## src/rtl/dtc_pkg.sv

```systemverilog
`default_nettype none
// ============================================================================
//  Module   : dtc_pkg
//  Brief    : Shared types and widths for the decision-tree preimage enumerator
//  Revision : 1.0 - initial release
// ============================================================================
package dtc_pkg;

  localparam int DTC_IN_W  = 8;
  localparam int DTC_OUT_W = 2;

  // Control states of the enumerator
  typedef enum logic [1:0] {
    ST_IDLE  = 2'd0,
    ST_SCAN  = 2'd1,
    ST_DRAIN = 2'd2,
    ST_DONE  = 2'd3
  } dtc_state_e;

endpackage : dtc_pkg
`default_nettype wire

```

## src/rtl/dtc_out_reg.sv

```systemverilog
`default_nettype none
// ============================================================================
//  Module   : dtc_out_reg
//  Brief    : One-entry valid/ready holding register with load, accept, flush
//  Revision : 1.0 - initial release
// ============================================================================
module dtc_out_reg #(
  parameter int W = 8
) (
  input  logic         clk,
  input  logic         rst_n,
  input  logic         load_i,
  input  logic [W-1:0] din_i,
  input  logic         ready_i,
  input  logic         flush_i,
  output logic [W-1:0] data_o,
  output logic         valid_o,
  output logic         accept_o,
  output logic         free_o
);

  logic [W-1:0] r_data;
  logic         r_valid;

  // Flush drops the entry; a load may replace an entry being accepted this cycle
  always_ff @(posedge clk or negedge rst_n) begin
    if (!rst_n) begin
      r_data  <= '0;
      r_valid <= 1'b0;
    end else if (flush_i) begin
      r_valid <= 1'b0;
    end else if (load_i) begin
      r_data  <= din_i;
      r_valid <= 1'b1;
    end else if (r_valid && ready_i) begin
      r_valid <= 1'b0;
    end
  end

  assign data_o   = r_data;
  assign valid_o  = r_valid;
  // A flushed entry is never reported as consumed
  assign accept_o = r_valid & ready_i & ~flush_i;
  // Slot can take a new vector when empty or being drained this cycle
  assign free_o   = ~r_valid | ready_i;

endmodule : dtc_out_reg
`default_nettype wire

```

## src/rtl/dtc_preimage_enum.sv

```systemverilog
`default_nettype none
// ============================================================================
//  Module   : dtc_preimage_enum
//  Brief    : Enumerates every classifier input that maps to a target class and
//             streams the matches out over valid/ready
//  Revision : 1.0 - initial release
// ============================================================================
module dtc_preimage_enum
  import dtc_pkg::*;
#(
  parameter int IN_W  = DTC_IN_W,
  parameter int OUT_W = DTC_OUT_W
) (
  input  logic             clk,
  input  logic             rst_n,
  input  logic             start_i,
  input  logic             abort_i,
  input  logic [OUT_W-1:0] target_i,
  output logic [IN_W-1:0]  cand_o,
  input  logic [OUT_W-1:0] cls_i,
  output logic [IN_W-1:0]  vec_o,
  output logic             vec_valid_o,
  input  logic             vec_ready_i,
  output logic             busy_o,
  output logic             done_o,
  output logic [IN_W:0]    match_cnt_o
);

  dtc_state_e       r_state;
  dtc_state_e       w_state_nxt;
  logic [OUT_W-1:0] r_target;
  logic [IN_W-1:0]  r_cand;
  logic [IN_W:0]    r_match_cnt;

  logic w_start;
  logic w_flush;
  logic w_match;
  logic w_last;
  logic w_free;
  logic w_advance;
  logic w_load;
  logic w_accept;

  assign w_start = (r_state == ST_IDLE) && start_i;
  assign w_flush = (r_state != ST_IDLE) && abort_i;
  assign w_match = (cls_i == r_target);
  assign w_last  = &r_cand;

  // Next-state and per-cycle scan decisions
  always_comb begin
    w_state_nxt = r_state;
    w_advance   = 1'b0;
    w_load      = 1'b0;
    unique case (r_state)
      ST_IDLE: begin
        if (start_i) w_state_nxt = ST_SCAN;
      end
      ST_SCAN: begin
        if (abort_i) begin
          w_state_nxt = ST_IDLE;
        end else if (w_free) begin
          w_advance = 1'b1;
          w_load    = w_match;
          if (w_last) w_state_nxt = ST_DRAIN;
        end
      end
      ST_DRAIN: begin
        if (abort_i)     w_state_nxt = ST_IDLE;
        else if (w_free) w_state_nxt = ST_DONE;
      end
      ST_DONE: begin
        w_state_nxt = ST_IDLE;
      end
      default: w_state_nxt = ST_IDLE;
    endcase
  end

  // State register
  always_ff @(posedge clk or negedge rst_n) begin
    if (!rst_n) r_state <= ST_IDLE;
    else        r_state <= w_state_nxt;
  end

  // Target latch and candidate counter; the counter parks at all-ones at the end
  always_ff @(posedge clk or negedge rst_n) begin
    if (!rst_n) begin
      r_target <= '0;
      r_cand   <= '0;
    end else if (w_start) begin
      r_target <= target_i;
      r_cand   <= '0;
    end else if (w_advance && !w_last) begin
      r_cand   <= r_cand + IN_W'(1);
    end
  end

  // Accepted-vector counter; held across abort and idle, cleared on a new scan
  always_ff @(posedge clk or negedge rst_n) begin
    if (!rst_n)        r_match_cnt <= '0;
    else if (w_start)  r_match_cnt <= '0;
    else if (w_accept) r_match_cnt <= r_match_cnt + (IN_W+1)'(1);
  end

  dtc_out_reg #(
    .W (IN_W)
  ) u_out_reg (
    .clk      (clk),
    .rst_n    (rst_n),
    .load_i   (w_load),
    .din_i    (r_cand),
    .ready_i  (vec_ready_i),
    .flush_i  (w_flush),
    .data_o   (vec_o),
    .valid_o  (vec_valid_o),
    .accept_o (w_accept),
    .free_o   (w_free)
  );

  assign cand_o      = r_cand;
  assign busy_o      = (r_state == ST_SCAN) || (r_state == ST_DRAIN);
  assign done_o      = (r_state == ST_DONE);
  assign match_cnt_o = r_match_cnt;

endmodule : dtc_preimage_enum
`default_nettype wire

```

## config.mk

```make
export PLATFORM = sky130hd
export DESIGN_NAME = dtc_preimage_enum
export DESIGN_NICKNAME = d
export VERILOG_FILES = /design/src/rtl/dtc_pkg.sv /design/src/rtl/dtc_out_reg.sv /design/src/rtl/dtc_preimage_enum.sv
export SDC_FILE = /design/constraint.sdc
export NUM_CORES = 1
export LEC_CHECK = 0
export ABC_CLOCK_PERIOD_IN_PS = 3700
export CAP_MARGIN = 0
export CELL_PAD_IN_SITES_DETAIL_PLACEMENT = 1
export CELL_PAD_IN_SITES_GLOBAL_PLACEMENT = 2
export CORE_MARGIN = 5
export CORE_UTILIZATION = 33
export DETAILED_ROUTE_END_ITERATION = 16
export GPL_TIMING_DRIVEN = 1
export PLACE_DENSITY = 0.92
export SLEW_MARGIN = 5
export SYNTH_ARGS = -nofsm -noshare
export SYNTH_HDL_FRONTEND = slang
export SYNTH_SLANG_ARGS = --single-unit
```

## constraint.sdc

```tcl
create_clock -name clk -period 3.7 [get_ports clk]
set_input_delay 0.74 -clock clk [delete_from_list [all_inputs] [get_ports clk]]
set_output_delay 0.74 -clock clk [all_outputs]
set_load 0.02 [all_outputs]
```

* Word level (Yosys, flattened, before mapping)
Index checks and enable logic that the tools add are counted.
Storage, ports and cells: logic and storage cells 55, input port bits 9, register bits 30
Operators by class: mux-type cells 20, equality and inequality tests 8, reduce and logical (&&, ||, !) cells 14, add/sub/neg operators 2, bitwise operators 5
Operators by type and width (count):
- $mux 9 | 2
- $mux 8 | 2
- $mux 2 | 6
- $add 9x1->9 const B | 1
- $mux 1 | 9
- $add 8x1->8 const B | 1
- $pmux 2 s4 | 1
- $reduce_and 8->1 | 1
- $ne 3x2->1 const B | 2
- $reduce_bool 2->1 | 3
- $eq 2x2->1 const B | 2
- $logic_and 1x1->1 | 4
- $reduce_and 4->1 | 1
- $ne 3x3->1 const B | 1
- $reduce_bool 3->1 | 1
- $and 1x1->1 | 2
- $eq 2x1->1 const B | 1
- $eq 2x2->1 | 1
- $logic_not 2->1 | 1
- $ne 2x2->1 const B | 1
- $not 1->1 | 2
- $reduce_and 2->1 | 1
- $logic_not 1->1 | 1
- $logic_or 1x1->1 | 1
- $or 1x1->1 | 1

* Longest topological paths before layout
Gate-level depths: netlist of the first run.
word-level depth 8, mapped depth 7, mapped depth without buffers 6

* Cells and area by module
A second synthesis of the first run with hierarchy kept.
Unflattened totals: cell total of the unflattened synthesis 141, area total of the unflattened synthesis 1552.7 um^2
Modules (own cells, without submodules):
- dtc_preimage_enum | area each 1164.9 um^2, cells each 117, instances 1
- dtc_out_reg | area each 387.9 um^2, cells each 24, instances 1

* Least setup slack after synthesis of the first run
Ideal clock, no wire load.
path kind in2reg, start point in vec_ready_i, end point reg r_cand[5] (netlist: cand_o[5]), slack 1.921 ns, cell stages on the path 5, required time 3.622 ns, buffers on the path 1, arrival time 1.700 ns, path through nand2b_2 -> o211ai_2 -> buf_6 -> or4_1 -> a21oi_1
On the way: longest elaborated chain between the ends 6
Ends and longest elaborated chain:
- start, declared | RTL line dtc_preimage_enum.sv:23 | input logic vec_ready_i,
- $or 1x1->1 | RTL line dtc_out_reg.sv:45 | assign free_o = ~r_valid | ready_i;
- $mux 1 | RTL line dtc_preimage_enum.sv:61 | end else if (w_free) begin
- $mux 1 | RTL line dtc_preimage_enum.sv:59 | if (abort_i) begin
- $mux 1 | RTL line dtc_preimage_enum.sv:54 | unique case (r_state)
- $logic_and 1x1->1 | RTL line dtc_preimage_enum.sv:92 | end else if (w_advance && !w_last) begin
- $reduce_bool 2->1 (no line)
- end signal, assigned | RTL line dtc_preimage_enum.sv:93 | r_cand <= r_cand + IN_W'(1);
- end, declared | RTL line dtc_preimage_enum.sv:32 | logic [IN_W-1:0] r_cand;
No other way between the ends. A chain may end at the register's enable or synchronous reset.

* Final worst setup path of the first run
start point reg r_state[1], end point out busy_o
On the way: longest elaborated chain between the ends 2, elaborated cells between the ends (all ways) 3
Ends and longest elaborated chain:
- start, declared | RTL line dtc_preimage_enum.sv:29 | dtc_state_e r_state;
- start signal, assigned | RTL line dtc_preimage_enum.sv:81 | else r_state <= w_state_nxt;
- $eq 2x1->1 / $eq 2x2->1 (equally long branches) | RTL line dtc_preimage_enum.sv:120 | assign busy_o = (r_state == ST_SCAN) || (r_state == ST_DRAIN);
- $logic_or 1x1->1 (*) | RTL line dtc_preimage_enum.sv:120
- end, declared | RTL line dtc_preimage_enum.sv:24 | output logic busy_o,
Every way passes the cells marked *; elsewhere a longest branch is shown, timed or not.

==> impl_table.tex, run 1 <==
\begin{tabular}{lr}
\hline
Metric & Value \\
\hline
\multicolumn{2}{l}{\textbf{Clocking}} \\
\quad Number of gates resized after CTS & 0 \\
\quad Clock Sink Count & 30 \\
\quad Number of buffers inserted during clock tree synthesis & 5 \\
\quad Clock edge transition at the registers on the reported setup and hold paths & 0.06 ns \\
\quad TritonCTS clock tree & done \\
\quad CTS HTree Levels & 2 \\
\quad Clock root buffer & clkbuf\_8 \\
\quad CTS Buffer Depth & 2 \\
\quad Postcts setup bufs & 0 \\
\quad Number of hold-repair buffers added at the cts stage & 0 \\
\quad Clock latency of the later-clocked register in the worst-skew pair & between 0.2 and 0.3 ns \\
\multicolumn{2}{l}{\textbf{Setup path}} \\
\quad Startpoint type of the worst setup path & flop \\
\quad Buffering stage count on the worst path with inverters included & 2 \\
\quad Largest delay share family, worst path & buffers and inverters \\
\quad Critical Path Sink Type & primary output \\
\quad Arrival time at the worst endpoint & between 1.5 and 2 ns \\
\quad Data required time of the worst path & approximately 3 ns \\
\quad WS Path Type & flop to primary output \\
\quad Largest stage delay, worst path & $\sim$0.6 ns \\
\quad Crit-path slowest cell & clkdlybuf4s50\_1 \\
\quad Sequence of cells on the critical path & inv\_1, ha\_1, clkdlybuf4s50\_1 \\
\quad Top fanout value on the critical path & 4 \\
\multicolumn{2}{l}{\textbf{Logic synthesis}} \\
\quad Largest cells by area after synthesis & dfrtp\_1, mux2\_2, xnor2\_1, ha\_1, nand2\_1 \\
\quad Cells after Synth & around 140 \\
\quad Dominant combinational cell family by area after synthesis & simple AND/OR/NAND/NOR gates \\
\quad Post-Synth Simple-Gate Area & 19.79\% \\
\quad Post-Synth Adder-Cell Area & between 5 and 6\% \\
\quad Post-synth ARST share & 100.0\% \\
\quad Xor/xnor cell area share of the yosys netlist & 6.348\% \\
\quad Synthesized Nets & 157 \\
\quad Flip-flop cell with the highest count after synthesis & dfrtp\_1 \\
\quad Yosys warning count & 0 \\
\quad Distinct cell type count after synthesis & 33 \\
\quad Post-synthesis mux area share & under 10\% \\
\quad Share of the yosys chip area belonging to registers & between 40\% and 50\% \\
\quad Register bit count reported by yosys & 30 \\
\quad Average footprint of a synthesized cell & 10.76 um\^{}2 \\
\quad Number of flops mapped to enable cells by yosys & 0 \\
\quad Share of the synthesized area in the top cell type & around half \\
\quad Library cell occupying the most area in the post-synthesis netlist & dfrtp\_1 \\
\quad Compound-cell area share of the yosys netlist & 8.491\% \\
\quad Netlist area before placement & roughly 1500 um\^{}2 \\
\multicolumn{2}{l}{\textbf{Layout}} \\
\quad Number of fill cells in the layout & about 490 \\
\quad Post-layout util & roughly 46\% \\
\quad Post-layout net count & roughly 200 \\
\quad Share of final-layout standard cells stronger than drive strength 1 & between 10\% and 20\% \\
\quad N\_diodes & 0 \\
\quad P\&R area growth vs syn & 34.38\% \\
\multicolumn{2}{l}{\textbf{Pwr}} \\
\quad Share of power burned in combinational logic & 33.0\% \\
\quad Fraction of power spent switching nets & about a third \\
\quad Static Leakage & 0.8779 nW \\
\quad Net Sw Power & around 0.38 mW \\
\quad Highest ir drop seen on vdd & 0.2293 mV \\
\quad Internal power & roughly 0.76 mW \\
\quad Part of the power in registers & a little under two fifths \\
\quad Power per cell area & around 560 nW/um\^{}2 \\
\quad Clk pwr share & 29.6\% \\
\multicolumn{2}{l}{\textbf{Placement}} \\
\quad Number of buffers added on ports & 36 \\
\quad Post-Place Setup Slack & between 1 and 1.5 ns \\
\quad Routability Congestion & around 0.77 \\
\quad Detailed Place HPWL & around 2800 um \\
\multicolumn{2}{l}{\textbf{Detailed routing}} \\
\quad Drt wl/cell & between 15 and 20 um \\
\quad Via density per instance & between 5 and 6 \\
\quad Routed vias & around 1200 \\
\quad DRC errors left & 0 \\
\quad Number of search-and-repair iterations in the first detailed-routing pass & 4 \\
\quad Initial DRC count & 40 \\
\quad Total detailed-routing wirelength & 3848 um \\
\quad Final ANT Viol Nets & 0 \\
\multicolumn{2}{l}{\textbf{Floorplanning}} \\
\quad Core area & $\sim$4400 um\^{}2 \\
\quad Total die area & 6055 um\^{}2 \\
\quad Starting density of the core & 34.38\% \\
\quad Core Rows & 24 \\
\quad Die Y-Extent & slightly below 80 um \\
\quad Count of boundary I/O pins & 37 \\
\quad Width of the die & 77.82 um \\
\multicolumn{2}{l}{\textbf{Global routing}} \\
\quad Total gr overflow & 0 \\
\quad First-pass GRT wire length & approximately 6700 um \\
\quad Number of antenna violations at the first check in global routing & 0 \\
\quad Overall fraction of global-route tracks in use & a little over an eighth \\
\quad Via count of the first global-routing pass & $\sim$1300 \\
\quad Largest net degree at the start of global routing & 31 \\
\multicolumn{2}{l}{\textbf{Timing}} \\
\quad Worst Max-Slew Pin Slew & about 0.69 ns \\
\quad Maximum clock frequency & approximately 420 MHz \\
\quad Endpoints failing hold & 0 \\
\quad Number of max-slew violations in the final report & 0 \\
\quad Final critical-path required period & about 2.4 ns \\
\quad Setup slack after layout & 1.294 ns \\
\quad Setup repair after global routing missed its margin & false \\
\quad Final-report setup violation count & 0 \\
\quad Ratio of final minimum period to clock period & between 60\% and 70\% \\
\quad Clock Skews & between 0.006 and 0.007 ns \\
\quad Summed negative setup slack over all endpoints & 0 ns \\
\quad Max-Slew Margin vs Limit & a little over half \\
\multicolumn{2}{l}{\textbf{Run status}} \\
\quad Run status & finished clean \\
\multicolumn{2}{l}{\textbf{Flow run}} \\
\quad Number of max-capacitance violations reported & 0 \\
\multicolumn{2}{l}{\textbf{Worst hold path}} \\
\quad Hold Crit Class & flop to flop \\
\hline
\end{tabular}
## power by group through the flow
| stage | sequential [mW] | combinational (mW) | clock [mW] |
|---|---|---|---|
| 2_1_floorplan | 0.456 | 0.212 | 0 |
| 3_3_place_gp | 0.424 | 0.363 | 0 |
| 3_5_place_dp | 0.430 | 0.378 | 0 |
| 4_1_cts | 0.425 | 0.382 | 0.349 |
| 5_1_grt | 0.432 | 0.414 | 0.364 |
| 6_report | 0.424 | 0.375 | 0.336 |
## layer usage
metal | wire [um] | vias to the layer above | global-route usage, %
met5 | 0 | - | 0
met4 | 43 | 0 | 3.608
met3 | 233 | 6 | 5.324
met2 | 1937 | 33 | 22.87
met1 | 1633 | 617 | 16.18
li1 | - | 576 | -
## stage by stage
step	std cells	hold WS [ns]	cell area [um^2]	total power, mW
after floorplan	141	0.4444	1518	0.6681
after global placement	226	0.4783	1927	0.7867
after detailed placement	226	0.4946	1927	0.8083
after CTS	233	0.5110	2039	1.156
after global routing	233	0.5277	2039	1.209
final	233	0.5045	2039	1.135
## worst paths after layout
check,slack (ns),cells after the start,from,to
setup / recovery,1.29,3,r_state[1],busy_o
hold / removal,0.50,2,r_target[1],r_target[1]
setup reg to reg,1.67,5,r_state[1],u_out_reg.data_o[0]
hold reg to reg,0.50,2,r_target[1],r_target[1]
max in group asynchronous,2.56,2,rst_n,r_state[0]
min in group asynchronous,0.86,2,rst_n,match_cnt_o[3]
## cell type report
class                           instances  area, um^2  area share (%)
Multi-Input combinational cell        102       724.4           35.52
Clock buffer                            6       82.58           4.049
Timing Repair Buffer                   37       367.9           18.04
Sequential cell                        30       750.7           36.81
Inverter                                5       18.77          0.9202
Tap cell                               52       65.06           3.190
Clock inverter                          1       30.03           1.472
## cell usage in the layout, fill, tap and decap left out, drive strengths merged, types with 3 or more instances in the layout
cell type      Yosys  final
nand4              5      5
clkdlybuf4s50      0     36
a21oi              7      7
nor2              11     11
inv                5      5
mux2               9      9
nand3              5      5
clkbuf             2      6
nand2             14     14
xnor2             11     11
nor4               3      3
o21ai              6      6
dfrtp             30     30
ha                 7      7
or4                3      3
## logic make-up after synthesis
family	after synthesis
flip-flops	30
AO/OA/AOI/OAI	20
XOR/XNOR	11
multiplexers	10
buffers and inverters	9
adder cells (fa/ha/maj)	7
AND/OR/NAND/NOR	54
## worst min-delay path: cells and delay by family (launching register included)
family,cells,cell delay (ns)
flip-flops,1,0.36
AND/OR/NAND/NOR,2,0.12
## cell usage after synthesis, types with 3 or more instances
cell type  instances
ha_1               7
nand4_1            5
or4_1              3
dfrtp_1           30
nand2_1           14
nor2_1            11
a21oi_1            7
nand3_1            4
inv_1              5
o21ai_0            6
mux2_2             9
xnor2_1           11
nor4_1             3
## state kept, by name (all words and copies together) (netlist names)
signal             cells
u_out_reg.data_o       8
r_state                2
u_out_reg.valid_o      1
r_target               2
cand_o                 8
match_cnt_o            9
Note: power is estimated with default switching activity, not from simulation.
==> run 2: changes to the inputs <==
--- a/config.mk
+++ b/config.mk
@@ -5,15 +5,15 @@
 export SDC_FILE = /design/constraint.sdc
 export NUM_CORES = 1
 export LEC_CHECK = 0
-export ABC_CLOCK_PERIOD_IN_PS = 3700
+export ABC_CLOCK_PERIOD_IN_PS = 2400
 export CAP_MARGIN = 0
 export CELL_PAD_IN_SITES_DETAIL_PLACEMENT = 1
 export CELL_PAD_IN_SITES_GLOBAL_PLACEMENT = 2
 export CORE_MARGIN = 5
-export CORE_UTILIZATION = 33
+export CORE_UTILIZATION = 30
 export DETAILED_ROUTE_END_ITERATION = 16
 export GPL_TIMING_DRIVEN = 1
-export PLACE_DENSITY = 0.92
+export PLACE_DENSITY = 0.85
 export SLEW_MARGIN = 5
 export SYNTH_ARGS = -nofsm -noshare
 export SYNTH_HDL_FRONTEND = slang
==> constraint.sdc (replaced) <==
create_clock -name clk -period 2.4 [get_ports clk]
set_input_delay 0.48 -clock clk [delete_from_list [all_inputs] [get_ports clk]]
set_output_delay 0.48 -clock clk [all_outputs]
set_load 0.02 [all_outputs]
==> run 2 against run 1 <==
Compared with the run above:
- wire length decreased by 0.47%
- die area increased by 8.7%
- total power increased by 42%
- cell area decreased by 0.12%
- cell count increased by 7.3%
- sequential cell count unchanged
- first-iteration DRC count increased by 10%
- via count decreased by 0.97%
- clock power increased by 10%
- clock skew decreased by 0.0015 ns
- critical path type unchanged
==> impl_table.tex, run 2 (synthesis results as in run 1) <==
\begin{tabular}{lr}
\hline
Metric & Value \\
\hline
\multicolumn{2}{l}{\textbf{Placement}} \\
\quad Placed cell count & around 240 \\
\quad Detailed Place HPWL & 2779 um \\
\quad Routability Congestion & around 0.77 \\
\quad Number of buffers added on ports & 36 \\
\quad Post-Place Setup Slack & roughly 0.14 ns \\
\quad Post-place instance area & $\sim$2000 um\^{}2 \\
\multicolumn{2}{l}{\textbf{Timing}} \\
\quad Smallest hold slack & between 0.5 and 0.6 ns \\
\quad Max-Slew Margin vs Limit & a little over three fifths \\
\quad Worst Max-Slew Pin Slew & 0.5579 ns \\
\quad Ratio of final minimum period to clock period & between 80 and 90\% \\
\quad Final-report setup violation count & 0 \\
\quad Summed negative setup slack over all endpoints & 0 ns \\
\quad Final critical-path required period & roughly 2.1 ns \\
\quad Setup slack after layout & $\sim$0.28 ns \\
\quad Maximum clock frequency & about 470 MHz \\
\quad Setup repair after global routing missed its margin & false \\
\quad Endpoints failing hold & 0 \\
\quad Number of max-slew violations in the final report & 0 \\
\quad Clock Skews & 0.005123 ns \\
\multicolumn{2}{l}{\textbf{Setup path}} \\
\quad Data required time of the worst path & 1.92 ns \\
\quad Worst reg-to-reg setup slack & 0.45 ns \\
\quad Startpoint of the lowest-slack register-to-register path & r\_state[1] \\
\quad Worst R2R End & u\_out\_reg.data\_o[6] \\
\quad Startpoint type of the worst setup path & flop \\
\quad Critical Path Sink Type & primary output \\
\quad Worst reg-to-reg path cell count & 5 \\
\quad Arrival time at the worst endpoint & roughly 1.6 ns \\
\quad Top fanout value on the critical path & 4 \\
\quad Launching element of the worst setup path & r\_state[0] \\
\quad WS Path Type & flop to primary output \\
\multicolumn{2}{l}{\textbf{Global routing}} \\
\quad Total gr overflow & 0 \\
\quad Number of antenna violations at the first check in global routing & 0 \\
\quad Overall fraction of global-route tracks in use & a little over an eighth \\
\quad Via count of the first global-routing pass & roughly 1400 \\
\quad First-pass GRT wire length & 6679 um \\
\quad Largest net degree at the start of global routing & 31 \\
\multicolumn{2}{l}{\textbf{Worst hold path}} \\
\quad Hold Crit Class & flop to flop \\
\quad Start point of the worst hold path & r\_target[0] \\
\quad Sink of the worst hold path & r\_target[0] \\
\quad Depth of the worst hold-timing path & 2 \\
\multicolumn{2}{l}{\textbf{Layout}} \\
\quad Post-route non-filler standard cell count & 250 \\
\quad P\&R area growth vs syn & 34.21\% \\
\quad Max FFs per register & 9 \\
\quad N\_diodes & 0 \\
\quad Most frequent cells in the layout & clkdlybuf4s50\_1, dfrtp\_1, nand2\_1 \\
\quad Non-Filler Cell Area, Final & 2037 um\^{}2 \\
\quad Commonest non-fill, non-tap cell in the layout & clkdlybuf4s50\_1 \\
\quad Share of final-layout standard cells stronger than drive strength 1 & 12.02\% \\
\quad Post-layout net count & slightly below 200 \\
\quad Post-layout util & 42.29\% \\
\quad Number of fill cells in the layout & approximately 560 \\
\multicolumn{2}{l}{\textbf{Clocking}} \\
\quad TritonCTS clock tree & done \\
\quad Number of gates resized after CTS & 0 \\
\quad CTS Buffer Depth & 2 \\
\quad Clock latency of the later-clocked register in the worst-skew pair & $\sim$0.28 ns \\
\quad Number of buffers inserted during clock tree synthesis & 5 \\
\quad Number of hold-repair buffers added at the cts stage & 0 \\
\quad Postcts setup bufs & 0 \\
\quad CTS HTree Levels & 2 \\
\quad Clock root buffer & clkbuf\_8 \\
\quad Clock edge transition at the registers on the reported setup and hold paths & roughly 0.06 ns \\
\quad Clock Sink Count & 30 \\
\multicolumn{2}{l}{\textbf{Floorplanning}} \\
\quad Starting density of the core & a little under a third \\
\quad Core Rows & 25 \\
\quad Total die area & about 6600 um\^{}2 \\
\quad Die Y-Extent & 81.13 um \\
\quad Core area & 4817 um\^{}2 \\
\quad Width of the die & between 80 and 90 um \\
\quad Count of boundary I/O pins & 37 \\
\multicolumn{2}{l}{\textbf{Pwr}} \\
\quad Tot Pwr & roughly 1.6 mW \\
\quad Power per cell area & 792.1 nW/um\^{}2 \\
\quad Static Leakage & 0.8692 nW \\
\quad Highest ir drop seen on vdd & around 0.25 mV \\
\multicolumn{2}{l}{\textbf{Detailed routing}} \\
\quad Routed vias & around 1200 \\
\quad Final ANT Viol Nets & 0 \\
\quad Number of search-and-repair iterations in the first detailed-routing pass & 4 \\
\quad Total detailed-routing wirelength & between 3000 and 4000 um \\
\quad Via density per instance & around 4.9 \\
\quad Initial DRC count & 44 \\
\quad Drt wl/cell & around 15 um \\
\quad DRC errors left & 0 \\
\multicolumn{2}{l}{\textbf{Run status}} \\
\quad Run status & finished clean \\
\multicolumn{2}{l}{\textbf{Flow run}} \\
\quad Number of max-capacitance violations reported & 0 \\
\hline
\end{tabular}
[run 2: layer usage]
metal / vias to the layer above / global-route usage (%) / wire [um]
met3: 4 / 3.991 / 167
met1: 603 / 15.98 / 1743
met2: 33 / 23.07 / 1901
met4: 0 / 2.534 / 17
met5: - / 0 / 0
li1: 580 / - / -
[run 2: power breakdown]
part           leakage, nW  switching, mW  internal [mW]  total (mW)
sequential           0.409         0.0715          0.581       0.652
clock               0.0383          0.172          0.199       0.371
combinational        0.422          0.325          0.265       0.590
total                0.869          0.568           1.04        1.61
[run 2: final cells by class]
class | instances | area, um^2 | area share, %
sequential | 30 | 750.7 | 36.86
clock buffer | 7 | 76.32 | 3.747
multi-input combinational | 102 | 724.4 | 35.57
timing repair buffer | 39 | 382.9 | 18.80
inverter | 5 | 18.77 | 0.9214
tap | 67 | 83.83 | 4.115
[run 2: worst max-delay path by stage]
stage / endpoint / slack, ns / depth (start not counted)
finish: busy_o / 0.28 / 3
global route: busy_o / 0.21 / 3
CTS: busy_o / 0.26 / 3
detailed placement: u_out_reg.data_o[6] / 0.14 / 4
global placement: u_out_reg.data_o[2] / 0.27 / 4
floorplan: cand_o[5] / 0.66 / 6
[run 2: worst max-delay path, stage by stage (launching register included)]
cell and delay [ns]:
dfrtp_1 0.38, inv_1 0.10, ha_1 0.28, clkdlybuf4s50_1 0.59
==> run 3: changes to the inputs <==
--- a/config.mk
+++ b/config.mk
@@ -14,6 +14,7 @@
 export DETAILED_ROUTE_END_ITERATION = 16
 export GPL_TIMING_DRIVEN = 1
 export PLACE_DENSITY = 0.85
+export SETUP_SLACK_MARGIN = 0.02
 export SLEW_MARGIN = 5
 export SYNTH_ARGS = -nofsm -noshare
 export SYNTH_HDL_FRONTEND = slang
==> results of run 3 <==
Final layout, timing and power as in run 2 (identical DEF).
